File: src/rtl/fpna_pkg.sv
// rtl/fpna_pkg.sv - shared defaults and config-word layout for the FPNA neuron cell
package fpna_pkg;

  localparam int DEF_N_IN    = 4;
  localparam int DEF_W_WIDTH = 4;
  localparam int DEF_V_WIDTH = 8;

  localparam int LEAK_W   = 3;
  localparam int REFRAC_W = 2;

  // Word layout, LSB first: weights, threshold, leak, refractory length
  localparam int W_LSB      = 0;
  localparam int THR_LSB    = W_LSB + DEF_N_IN * DEF_W_WIDTH;
  localparam int LEAK_LSB   = THR_LSB + DEF_V_WIDTH;
  localparam int REFRAC_LSB = LEAK_LSB + LEAK_W;
  localparam int CFG_LEN    = REFRAC_LSB + REFRAC_W;

endpackage

File: src/rtl/fpna_cfg_chain.sv
// rtl/fpna_cfg_chain.sv - cfg_en-gated serial config shift register segment
module fpna_cfg_chain #(
  parameter int LEN = fpna_pkg::CFG_LEN
) (
  input  logic           clk,
  input  logic           rst_n,
  input  logic           cfg_en,
  input  logic           cfg_in,
  output logic [LEN-1:0] cfg_word,
  output logic           cfg_out
);

  logic [LEN-1:0] cfg_sr;

  // New bits enter at the top so the first bit shifted lands in bit 0
  always_ff @(posedge clk) begin
    if (!rst_n) begin
      cfg_sr <= '0;
    end else if (cfg_en) begin
      cfg_sr <= {cfg_in, cfg_sr[LEN-1:1]};
    end
  end

  assign cfg_word = cfg_sr;
  assign cfg_out  = cfg_sr[0];

endmodule

File: src/rtl/fpna_neuron_cell.sv
// rtl/fpna_neuron_cell.sv - leaky integrate-and-fire neuron with serial config segment
module fpna_neuron_cell
  import fpna_pkg::*;
#(
  parameter int N_IN    = DEF_N_IN,
  parameter int W_WIDTH = DEF_W_WIDTH,
  parameter int V_WIDTH = DEF_V_WIDTH
) (
  input  logic               clk,
  input  logic               rst_n,
  input  logic               ena,
  input  logic               cfg_en,
  input  logic               cfg_in,
  output logic               cfg_out,
  input  logic [N_IN-1:0]    spike_in,
  output logic               spike_out,
  output logic [V_WIDTH-1:0] v_mem
);

  localparam int THR_OFF    = N_IN * W_WIDTH;
  localparam int LEAK_OFF   = THR_OFF + V_WIDTH;
  localparam int REFRAC_OFF = LEAK_OFF + LEAK_W;
  localparam int LEN        = REFRAC_OFF + REFRAC_W;
  localparam int SW         = V_WIDTH + 3;

  logic [LEN-1:0]      cfg_word;
  logic [V_WIDTH-1:0]  thr;
  logic [LEAK_W-1:0]   leak;
  logic [REFRAC_W-1:0] refrac;

  logic [V_WIDTH-1:0]  v;
  logic [REFRAC_W-1:0] rcnt;

  logic [SW-1:0]       acc;
  logic [V_WIDTH-1:0]  vn;
  logic                fire;

  fpna_cfg_chain #(
    .LEN(LEN)
  ) u_cfg_chain (
    .clk     (clk),
    .rst_n   (rst_n),
    .cfg_en  (cfg_en),
    .cfg_in  (cfg_in),
    .cfg_word(cfg_word),
    .cfg_out (cfg_out)
  );

  // Fields are decoded live; they churn while the chain shifts, which is harmless
  assign thr    = cfg_word[THR_OFF +: V_WIDTH];
  assign leak   = cfg_word[LEAK_OFF +: LEAK_W];
  assign refrac = cfg_word[REFRAC_OFF +: REFRAC_W];

  // Two's complement sum at SW bits: MSB set means negative, bits above V_WIDTH mean overflow
  always_comb begin
    acc = {{(SW-V_WIDTH){1'b0}}, v};
    for (int i = 0; i < N_IN; i++) begin
      if (spike_in[i]) begin
        acc = acc + {{(SW-W_WIDTH){cfg_word[i*W_WIDTH + W_WIDTH-1]}},
                     cfg_word[i*W_WIDTH +: W_WIDTH]};
      end
    end
    acc = acc - {{(SW-LEAK_W){1'b0}}, leak};

    if (acc[SW-1]) begin
      vn = '0;
    end else if (|acc[SW-2:V_WIDTH]) begin
      vn = '1;
    end else begin
      vn = acc[V_WIDTH-1:0];
    end

    fire = (thr != '0) && (vn >= thr);
  end

  always_ff @(posedge clk) begin
    if (!rst_n) begin
      v         <= '0;
      rcnt      <= '0;
      spike_out <= 1'b0;
    end else if (cfg_en) begin
      v         <= '0;
      rcnt      <= '0;
      spike_out <= 1'b0;
    end else if (!ena) begin
      spike_out <= 1'b0;
    end else if (rcnt != '0) begin
      rcnt      <= rcnt - 1'b1;
      v         <= '0;
      spike_out <= 1'b0;
    end else if (fire) begin
      v         <= '0;
      rcnt      <= refrac;
      spike_out <= 1'b1;
    end else begin
      v         <= vn;
      spike_out <= 1'b0;
    end
  end

  assign v_mem = v;

endmodule
File: config.mk
export PLATFORM = sky130hd
export DESIGN_NAME = fpna_neuron_cell
export DESIGN_NICKNAME = d
export VERILOG_FILES = /design/src/rtl/fpna_pkg.sv /design/src/rtl/fpna_cfg_chain.sv /design/src/rtl/fpna_neuron_cell.sv
export SDC_FILE = /design/constraint.sdc
export NUM_CORES = 1
export LEC_CHECK = 0
export CAP_MARGIN = 20
export CORE_ASPECT_RATIO = 0.6
export CORE_MARGIN = 4
export CORE_UTILIZATION = 45
export DETAILED_ROUTE_END_ITERATION = 12
export GPL_TIMING_DRIVEN = 0
export PLACE_DENSITY = 0.62
export SYNTH_ARGS = -nofsm -noshare
export SYNTH_HDL_FRONTEND = slang
export SYNTH_HIERARCHICAL = 1
export SYNTH_SLANG_ARGS = --single-unit
File: constraint.sdc
create_clock -name clk -period 11.1 [get_ports clk]
set_clock_uncertainty 0.15 [all_clocks]
set_input_delay 2.22 -clock clk [delete_from_list [all_inputs] [get_ports clk]]
set_output_delay 2.22 -clock clk [all_outputs]
set_load 0.005 [all_outputs]
Word-level counts from Yosys, hierarchy flattened. Index checks and enable logic that the tools add are counted. W data, S select, Z words.

Input bits: 9. Word-level logic and storage cells: 32. Flip-flop bits (word level): 40.

Bitwise logic cells: 2. Order comparisons: 1. $add $sub $neg: 6. Reductions and logical operators: 8. Muxes and demuxes: 11.

Operator list (count): $mux W11 (4); $add A11 B11 Y11 (3); $mux W8 (4); $sub A11 B3 Y11 (1); $add A9 B4 Y10 (1); $ge A8 B8 Y1 (1); $reduce_bool A8 Y1 (1); $mux W2 (2); $reduce_bool A2 Y1 (2); $reduce_or A2 Y1 (2); $reduce_or A4 Y1 (1); $not A1 Y1 (2); $reduce_and A2 Y1 (1); $sub A2 B1 Y2 const B (1); $logic_and A1 B1 Y1 (1); $mux W1 (1).

Longest topological paths before layout. Gate-level depths: netlist of run 1.

Depth in word-level cells: 16. Gate-level depth with buffers: 40. Gate-level depth less buffers: 39.

By module. Netlist of run 1, hierarchy kept.

Modules (own cells, without submodules): fpna_neuron_cell (area each 3641.0 um2, seq. area each 220.2 um2, cells each 471, instances 1); fpna_cfg_chain (area each 1104.8 um2, seq. area each 580.6 um2, cells each 94, instances 1).

Worst setup path before layout of run 1. No wires, ideal clock.

Path kind: in2reg. Start point: input spike_in[0]. End point: register v[0] (netlist: v_mem[0]). Setup time: 0.087 ns. Data arrival time: 9.575 ns. Cell stages on the path: 36. Path slack: 1.288 ns. Cell sequence: buf_2 -> buf_2 -> o2111ai_1 -> nand4_1 -> ha_1 -> buf_6 -> and2_4 -> a221o_1 -> o31ai_1 -> xor2_1 -> nand2_1 -> o21ai_0 -> inv_1 -> ha_1 -> or4_1 -> o22ai_1 -> xnor2_1 -> mux2_2 -> ha_1 -> a21oi_1 -> o21ai_0 -> xor2_1 -> mux2_4 -> nand4b_1 -> xnor3_2 -> or2_1 -> ha_1 -> nand2b_1 -> a21o_1 -> a21o_1 -> a21o_1 -> a21o_1 -> a21o_1 -> a211o_1 -> a2111o_1 -> o31ai_1.

Word-level cells in the longest chain between the ends: 15.

RTL lines: start, declared (line fpna_neuron_cell.sv:15) `input logic [N_IN-1:0] spike_in,`; $mux W11 (*) (line fpna_neuron_cell.sv:58) `if (spike_in[i]) begin`; $add A11 B11 Y11 (line fpna_neuron_cell.sv:59) `acc = acc + {{(SW-W_WIDTH){cfg_word[i*W_WIDTH + W_WIDTH-1]}},`; $mux W11 (*) (line fpna_neuron_cell.sv:58); $add A11 B11 Y11 (line fpna_neuron_cell.sv:59); $mux W11 (*) (line fpna_neuron_cell.sv:58); $add A11 B11 Y11 (line fpna_neuron_cell.sv:59); $mux W11 (*) (line fpna_neuron_cell.sv:58); $sub A11 B3 Y11 (*) (line fpna_neuron_cell.sv:63) `acc = acc - {{(SW-LEAK_W){1'b0}}, leak};`; $reduce_or A2 Y1 (line fpna_neuron_cell.sv:67) `end else if (|acc[SW-2:V_WIDTH]) begin`; $mux W8 (line fpna_neuron_cell.sv:67); $mux W8 (*) (line fpna_neuron_cell.sv:65) `if (acc[SW-1]) begin`; $ge A8 B8 Y1 (line fpna_neuron_cell.sv:73) `fire = (thr != '0) && (vn >= thr);`; $logic_and A1 B1 Y1 (line fpna_neuron_cell.sv:73); $mux W8 (*) (line fpna_neuron_cell.sv:91) `end else if (fire) begin`; $mux W8 (*) (line fpna_neuron_cell.sv:87) `end else if (rcnt != '0) begin`; end signal, assigned (line fpna_neuron_cell.sv:96) `v <= vn;`; end, declared (line fpna_neuron_cell.sv:31) `logic [V_WIDTH-1:0] v;`.

Mark *: on every way between the ends. The rest lies on a longest branch, timed or not. A chain may end at the register's enable or synchronous reset.

Worst setup path after layout of run 1.
Start point: input spike_in[0]. End point: register v[4] (netlist: v_mem[4]).

Same word-level chain as after synthesis.

==> results of run 1 <==
## power groups by stage
stage	clock (mW)	combinational (mW)	sequential (mW)
floorplan	0	0.0945	0.151
global placement	0	0.124	0.152
detailed placement	0	0.128	0.152
CTS	0.176	0.129	0.149
global route	0.182	0.149	0.149
finish	0.172	0.135	0.149
## metal layers
layer	share of wire	up-vias
met5	0	-
met4	0.0082	0
met3	0.055	14
met2	0.40	105
met1	0.54	1995
li1	-	2132
## cells by family after synthesis
family                     synth area share
DFF                                   0.169
adders and majority gates             0.153
and+or+nand+nor                       0.220
AOI/OAI and AO/OA                     0.240
xor gates and xnor gates             0.0511
muxes                                 0.110
buffers and inverters                0.0575
## worst min path at each step
stage	depth (start not counted)	endpoint	slack (ns)
finish	2	rcnt[1]	0.36
global route	1	spike_out	0.40
CTS	2	rcnt[1]	0.36
detailed placement	2	rcnt[1]	0.35
global placement	2	rcnt[1]	0.34
floorplan	1	spike_out	0.32
## layout make-up
cell class	instances	area [µm²]
Tap cell	135	169
Sequential cell	40	801
Clock inverter	2	38.8
Fill cell	899	4660
Multi-Input combinational cell	468	3760
Clock buffer	6	139
Inverter	36	135
Buffer	21	143
Timing Repair Buffer	22	213
## worst max-delay path, delay by kind of cell
kind                       cells  cell delay (ns)
buffers and inverters          5             0.75
adders and majority gates      4             1.25
AOI/OAI and AO/OA             16             3.90
xor gates and xnor gates       2             0.60
and+or+nand+nor                6             1.45
muxes                          2             0.47
## per-stage QoR
stage | hold WS (ns) | util | TNS, ns | setup WS (ns) | std cells
after global placement | 0.343 | 0.507 | -2.38 | -0.328 | 718
after CTS | 0.359 | 0.527 | 0 | 0.0310 | 726
final | 0.359 | 0.536 | 0 | 0.466 | 730
after floorplan | 0.319 | - | 0 | 1.29 | 565
after global routing | 0.400 | 0.536 | 0 | 0.00778 | 730
after detailed placement | 0.350 | 0.507 | -3.42 | -0.460 | 718
## synth_stat cells, types with 3 or more instances
library cell,n
a211o_1,5
a211oi_1,6
a21o_1,9
a21oi_1,31
a31oi_1,11
buf_2,5
buf_4,3
buf_6,4
clkbuf_1,7
dfxtp_1,40
fa_1,5
ha_1,50
inv_1,35
mux2_2,9
mux2i_1,37
nand2_1,34
nand2b_1,13
nand3_1,9
nand3b_1,6
nand4_1,3
nand4b_1,4
nor2_1,30
nor2b_1,41
nor3_1,5
nor3b_1,7
nor4_1,3
o211ai_1,3
o21a_1,8
o21ai_0,27
o21ai_1,3
o21bai_1,4
o22ai_1,4
o31ai_1,11
or2_2,5
or3_1,5
xnor2_1,11
xor2_1,14
## registers in the layout (all words and copies together) (netlist names)
name / count
spike_out: 1
u_cfg_chain/cfg_word: 29
v_mem: 8
rcnt: 2
## timing repair
| item | CTS | global route |
|---|---|---|
| pin swaps | 2 | 3 |
| gates resized for setup | 5 | 13 |
| setup buffers | 0 | 4 |
| endpoints found under the setup margin | 8 | 9 |
==> flow_summary.ini, run 1 <==
[synthesis]
yosysWarnings = 6
synth-async-reset-ratio = 0
syn_area_um2 = 4750
yosys.area.top_type = dfxtp_1
synth_area_per_cell_um2 = 8.40
synth-edff-count = 0
synthCells = 565
synth.area.top_cells = dfxtp_1, ha_1, mux2i_1
synth-seq-area-share = 0.169
syn_nets = 629
yosys_most_used_dff = dfxtp_1
synth_top_area_frac = 0.169
ys_seq_elements = 40
ys_types = 85

[drt]
dr.pass1.iters = 4
drtIter0Drc = 237
viasPerCell = 5.82
drc = 0
wirelength_um = 12300
drtAntennaViolNets = 0
wl_per_cell_um = 16.9
vias = 4246

[place]
placed_area_um2 = 5090
place_hpwl_um = 9830
place_congestion = 0.873
port_buffers = 18

[cts]
insertion_delay_ns = 0.29
cts_root_buf = clkbuf_16
clkSinkCount = 40
cts_hold_buf = 0
cts_tree = built
cts.reportedPaths.clkPinSlew_ns = 0.06
numCtsBuffers = 5
h-tree-depth = 2
cts.path.max_buffers = 2

[critical_path]
worstSetupPathType = primary input to flip-flop
start_kind = primary input
endpoint_kind = flip-flop
startpoint = spike_in[0]
crit_path_max_incr_delay_ns = 0.52
slowest_stage = a2111o_1
cp-endpoint = v_mem[4]
reg2reg_to = v_mem[4]
crit_top_cell = a21o_1
r2r-start = u_cfg_chain/cfg_word[0]
cp_max_fo = 10
reg2reg_slack_ns = 1.53
cp.required_ns = 11.14
rr_worst_depth = 39
crit_arrival_ns = 10.68

[pwr]
peakVddDrop_mv = 0.0655
power.switching_mw = 0.140
internal_power_mw = 0.317
finalPower_mw = 0.457
power_frac_comb = 0.296
leakagePower_nw = 2.27
seqPwrFrac = 0.327
p_sw_frac = 0.306
power.density_nw_per_um2 = 84.7
clockPowerShare = 0.378

[global_route]
grt_util_all_layers = 0.201
grt_max_degree = 15
met3_usage = 0.0426
gr-total-overflow = 0
first_global_vias = 3894
grt_pass1_wl_um = 20000
grt.met2_usage = 0.289
busiest_layer = met1
met1_usage = 0.309
antenna_found_initial = 0

[die]
die_h_um = 87.5
start_util = 0.472
die_area_um2 = 12300
die_w_um = 141
core_um2 = 10100
ioPinCount = 19
rows = 28

[sta]
timing.fmax_mhz = 94.0
period_share = 0.958
setup_violations = 0
drv_slew = 0
slew_headroom = 0.562
tightestPinTransition_ns = 0.651
fin_crit_ns = 10.63
rsz0062_at_grt = false
final_hold_viol_count = 0

[layout]
final_area_um2 = 5390
fin_nets = 658
synthToLayoutAreaGrowth_pct = 13.7
final_common_cell = ha_1
layout_common_cells = ha_1, nor2b_1, dfxtp_1
diodes = 0
drive_above_1_share = 0.131

[min_path]
hp-class = flip-flop to flip-flop
hold_start = rcnt[1]

[outcome]
status = completed

[flow_run]
cap_violations = 0
Power figures use the tool's default switching activity.
==> inputs of run 2 (changes only) <==
--- a/config.mk
+++ b/config.mk
@@ -16,3 +16,4 @@
 export SYNTH_HDL_FRONTEND = slang
 export SYNTH_HIERARCHICAL = 1
 export SYNTH_SLANG_ARGS = --single-unit
+export TNS_END_PERCENT = 100
==> results of run 2 <==
Same layout as run 1: the final DEF is identical, and so are final timing and power.
==> inputs of run 3 (changes only) <==
==> constraint.sdc (replaced) <==
create_clock -name clk -period 11.02 [get_ports clk]
set_clock_uncertainty 0.15 [all_clocks]
set_input_delay 2.204 -clock clk [delete_from_list [all_inputs] [get_ports clk]]
set_output_delay 2.204 -clock clk [all_outputs]
set_load 0.005 [all_outputs]
==> run 3 against run 2 <==
Global-route usage up 0.13 points. Combinational power hardly changed. Count of clock-buffer cells in the layout did not move. Critical path depth up 2. Sequential share of layout area increased by 0.090 points. First-iteration DRC count is 14% lower. Critical endpoint unchanged. Largest cell class unchanged.
==> flow_summary.ini, run 3 (synthesized netlist as in run 1, its figures left out) <==
[outcome]
status = completed

[pwr]
power_frac_comb = 0.293
peakVddDrop_mv = 0.0660
seqPwrFrac = 0.328
p_sw_frac = 0.304
power.density_nw_per_um2 = 85.3
clockPowerShare = 0.379
power.switching_mw = 0.139
internal_power_mw = 0.318
leakagePower_nw = 2.27
finalPower_mw = 0.457

[layout]
fin_nets = 657
fin_util = 0.533
drive_above_1_share = 0.125
largest_reg_flops = 29
synthToLayoutAreaGrowth_pct = 13.0
layout_common_cells = ha_1, nor2b_1, dfxtp_1
final_area_um2 = 5360
final_common_cell = ha_1
diodes = 0
stdcell_count = 729

[critical_path]
slowest_stage = or4_1
crit_path_max_incr_delay_ns = 0.55
endpoint_kind = flip-flop
cp-endpoint = v_mem[4]
startpoint = spike_in[0]
cp_max_fo = 10
reg2reg_to = v_mem[4]
rr_worst_depth = 39
cp.required_ns = 11.06
start_kind = primary input
crit_arrival_ns = 10.63
reg2reg_slack_ns = 1.48
crit_top_cell = a21o_1
worstSetupPathType = primary input to flip-flop
r2r-start = u_cfg_chain/cfg_word[0]

[flow_run]
cap_violations = 0

[sta]
whs_ns = 0.360
drv_slew = 0
slew_headroom = 0.583
timing.fmax_mhz = 94.5
tightestPinTransition_ns = 0.619
layout_setup_ws_ns = 0.433
period_share = 0.961
fin_crit_ns = 10.59
final_hold_viol_count = 0
tns_ns = 0
rsz0062_at_grt = false
setup_violations = 0

[cts]
cts_root_buf = clkbuf_16
cts.reportedPaths.clkPinSlew_ns = 0.06
cts.path.max_buffers = 2
clkSinkCount = 40
cts_hold_buf = 0
cts_tree = built
h-tree-depth = 2
numCtsBuffers = 5
insertion_delay_ns = 0.29

[global_route]
grt_max_degree = 15
first_global_vias = 3908
antenna_found_initial = 0
grt_util_all_layers = 0.202
gr-total-overflow = 0
grt_pass1_wl_um = 20100

[drt]
vias = 4206
drtIter0Drc = 203
drc = 0
dr.pass1.iters = 4
drtAntennaViolNets = 0
wl_per_cell_um = 16.8
viasPerCell = 5.77
wirelength_um = 12300

[die]
core_um2 = 10100
rows = 28
die_w_um = 141
die_area_um2 = 12300
ioPinCount = 19
die_h_um = 87.5
start_util = 0.472

[place]
port_buffers = 18
placed_area_um2 = 5090
place_congestion = 0.873
place_hpwl_um = 9830
post-place-cells = 718
preCtsSetupSlack_ns = -0.524

[min_path]
hp-class = flip-flop to flip-flop
==> run 3: changes by cell type in the layout (fill, tap and decap cells not counted) <==
cell and change:
a211oi_2 -1, nand4_4 -1, nand4_2 +1, o31ai_1 +1, buf_4 -1, a2bb2oi_1 +1, o31ai_2 -1, a2bb2oi_2 -1
a211oi_1 +1
==> run 3: worst max-delay path, delay by kind of cell <==
family          cells  cell delay [ns]
mux                 2             0.59
buf+inv             5             0.81
compound gates     15             3.33
simple gates        7             1.63
fa+ha+maj           4             1.20
xor+xnor            4             0.83
==> run 3: worst min-delay path by stage <==
stage          startpoint         to  depth (start not counted)
6_report          rcnt[1]    rcnt[1]                          2
5_1_grt           rcnt[1]  spike_out                          1
4_1_cts           rcnt[1]    rcnt[1]                          2
3_5_place_dp      rcnt[1]    rcnt[1]                          2
3_3_place_gp      rcnt[1]    rcnt[1]                          2
2_1_floorplan     rcnt[1]  spike_out                          1
==> run 3: power by group through the flow <==
stage	Clock (mW)	Sequential, mW	Combinational (mW)
floorplan	0	0.152	0.0951
finish	0.173	0.150	0.134
detailed placement	0	0.153	0.129
global placement	0	0.153	0.125
global route	0.183	0.151	0.147
CTS	0.177	0.150	0.131
==> run 3: layer usage <==
| layer | routed length [µm] | vias up | track usage |
|---|---|---|---|
| met5 | 0 | - | 0 |
| li1 | - | 2128 | - |
| met2 | 4880 | 94 | 0.295 |
| met1 | 6710 | 1972 | 0.311 |
| met4 | 82 | 0 | 0.0290 |
| met3 | 606 | 12 | 0.0415 |
==> run 3: cell type report <==
class | count | area (µm²)
multi-input cells | 468 | 3730
inverters | 36 | 135
fillers | 899 | 4690
clock inverters | 2 | 38.8
repair buffers | 21 | 205
well taps | 135 | 169
flip-flops and latches | 40 | 801
clock buffers | 6 | 139
plain buffers | 21 | 143
==> run 3: timing repair <==
action / in CTS / in global routing
gates resized for setup: 7 / 7
endpoints found under the setup margin: 8 / 9
setup buffers: 3 / 0
hold endpoints to repair: 0 / 0
pin swaps: 4 / 1
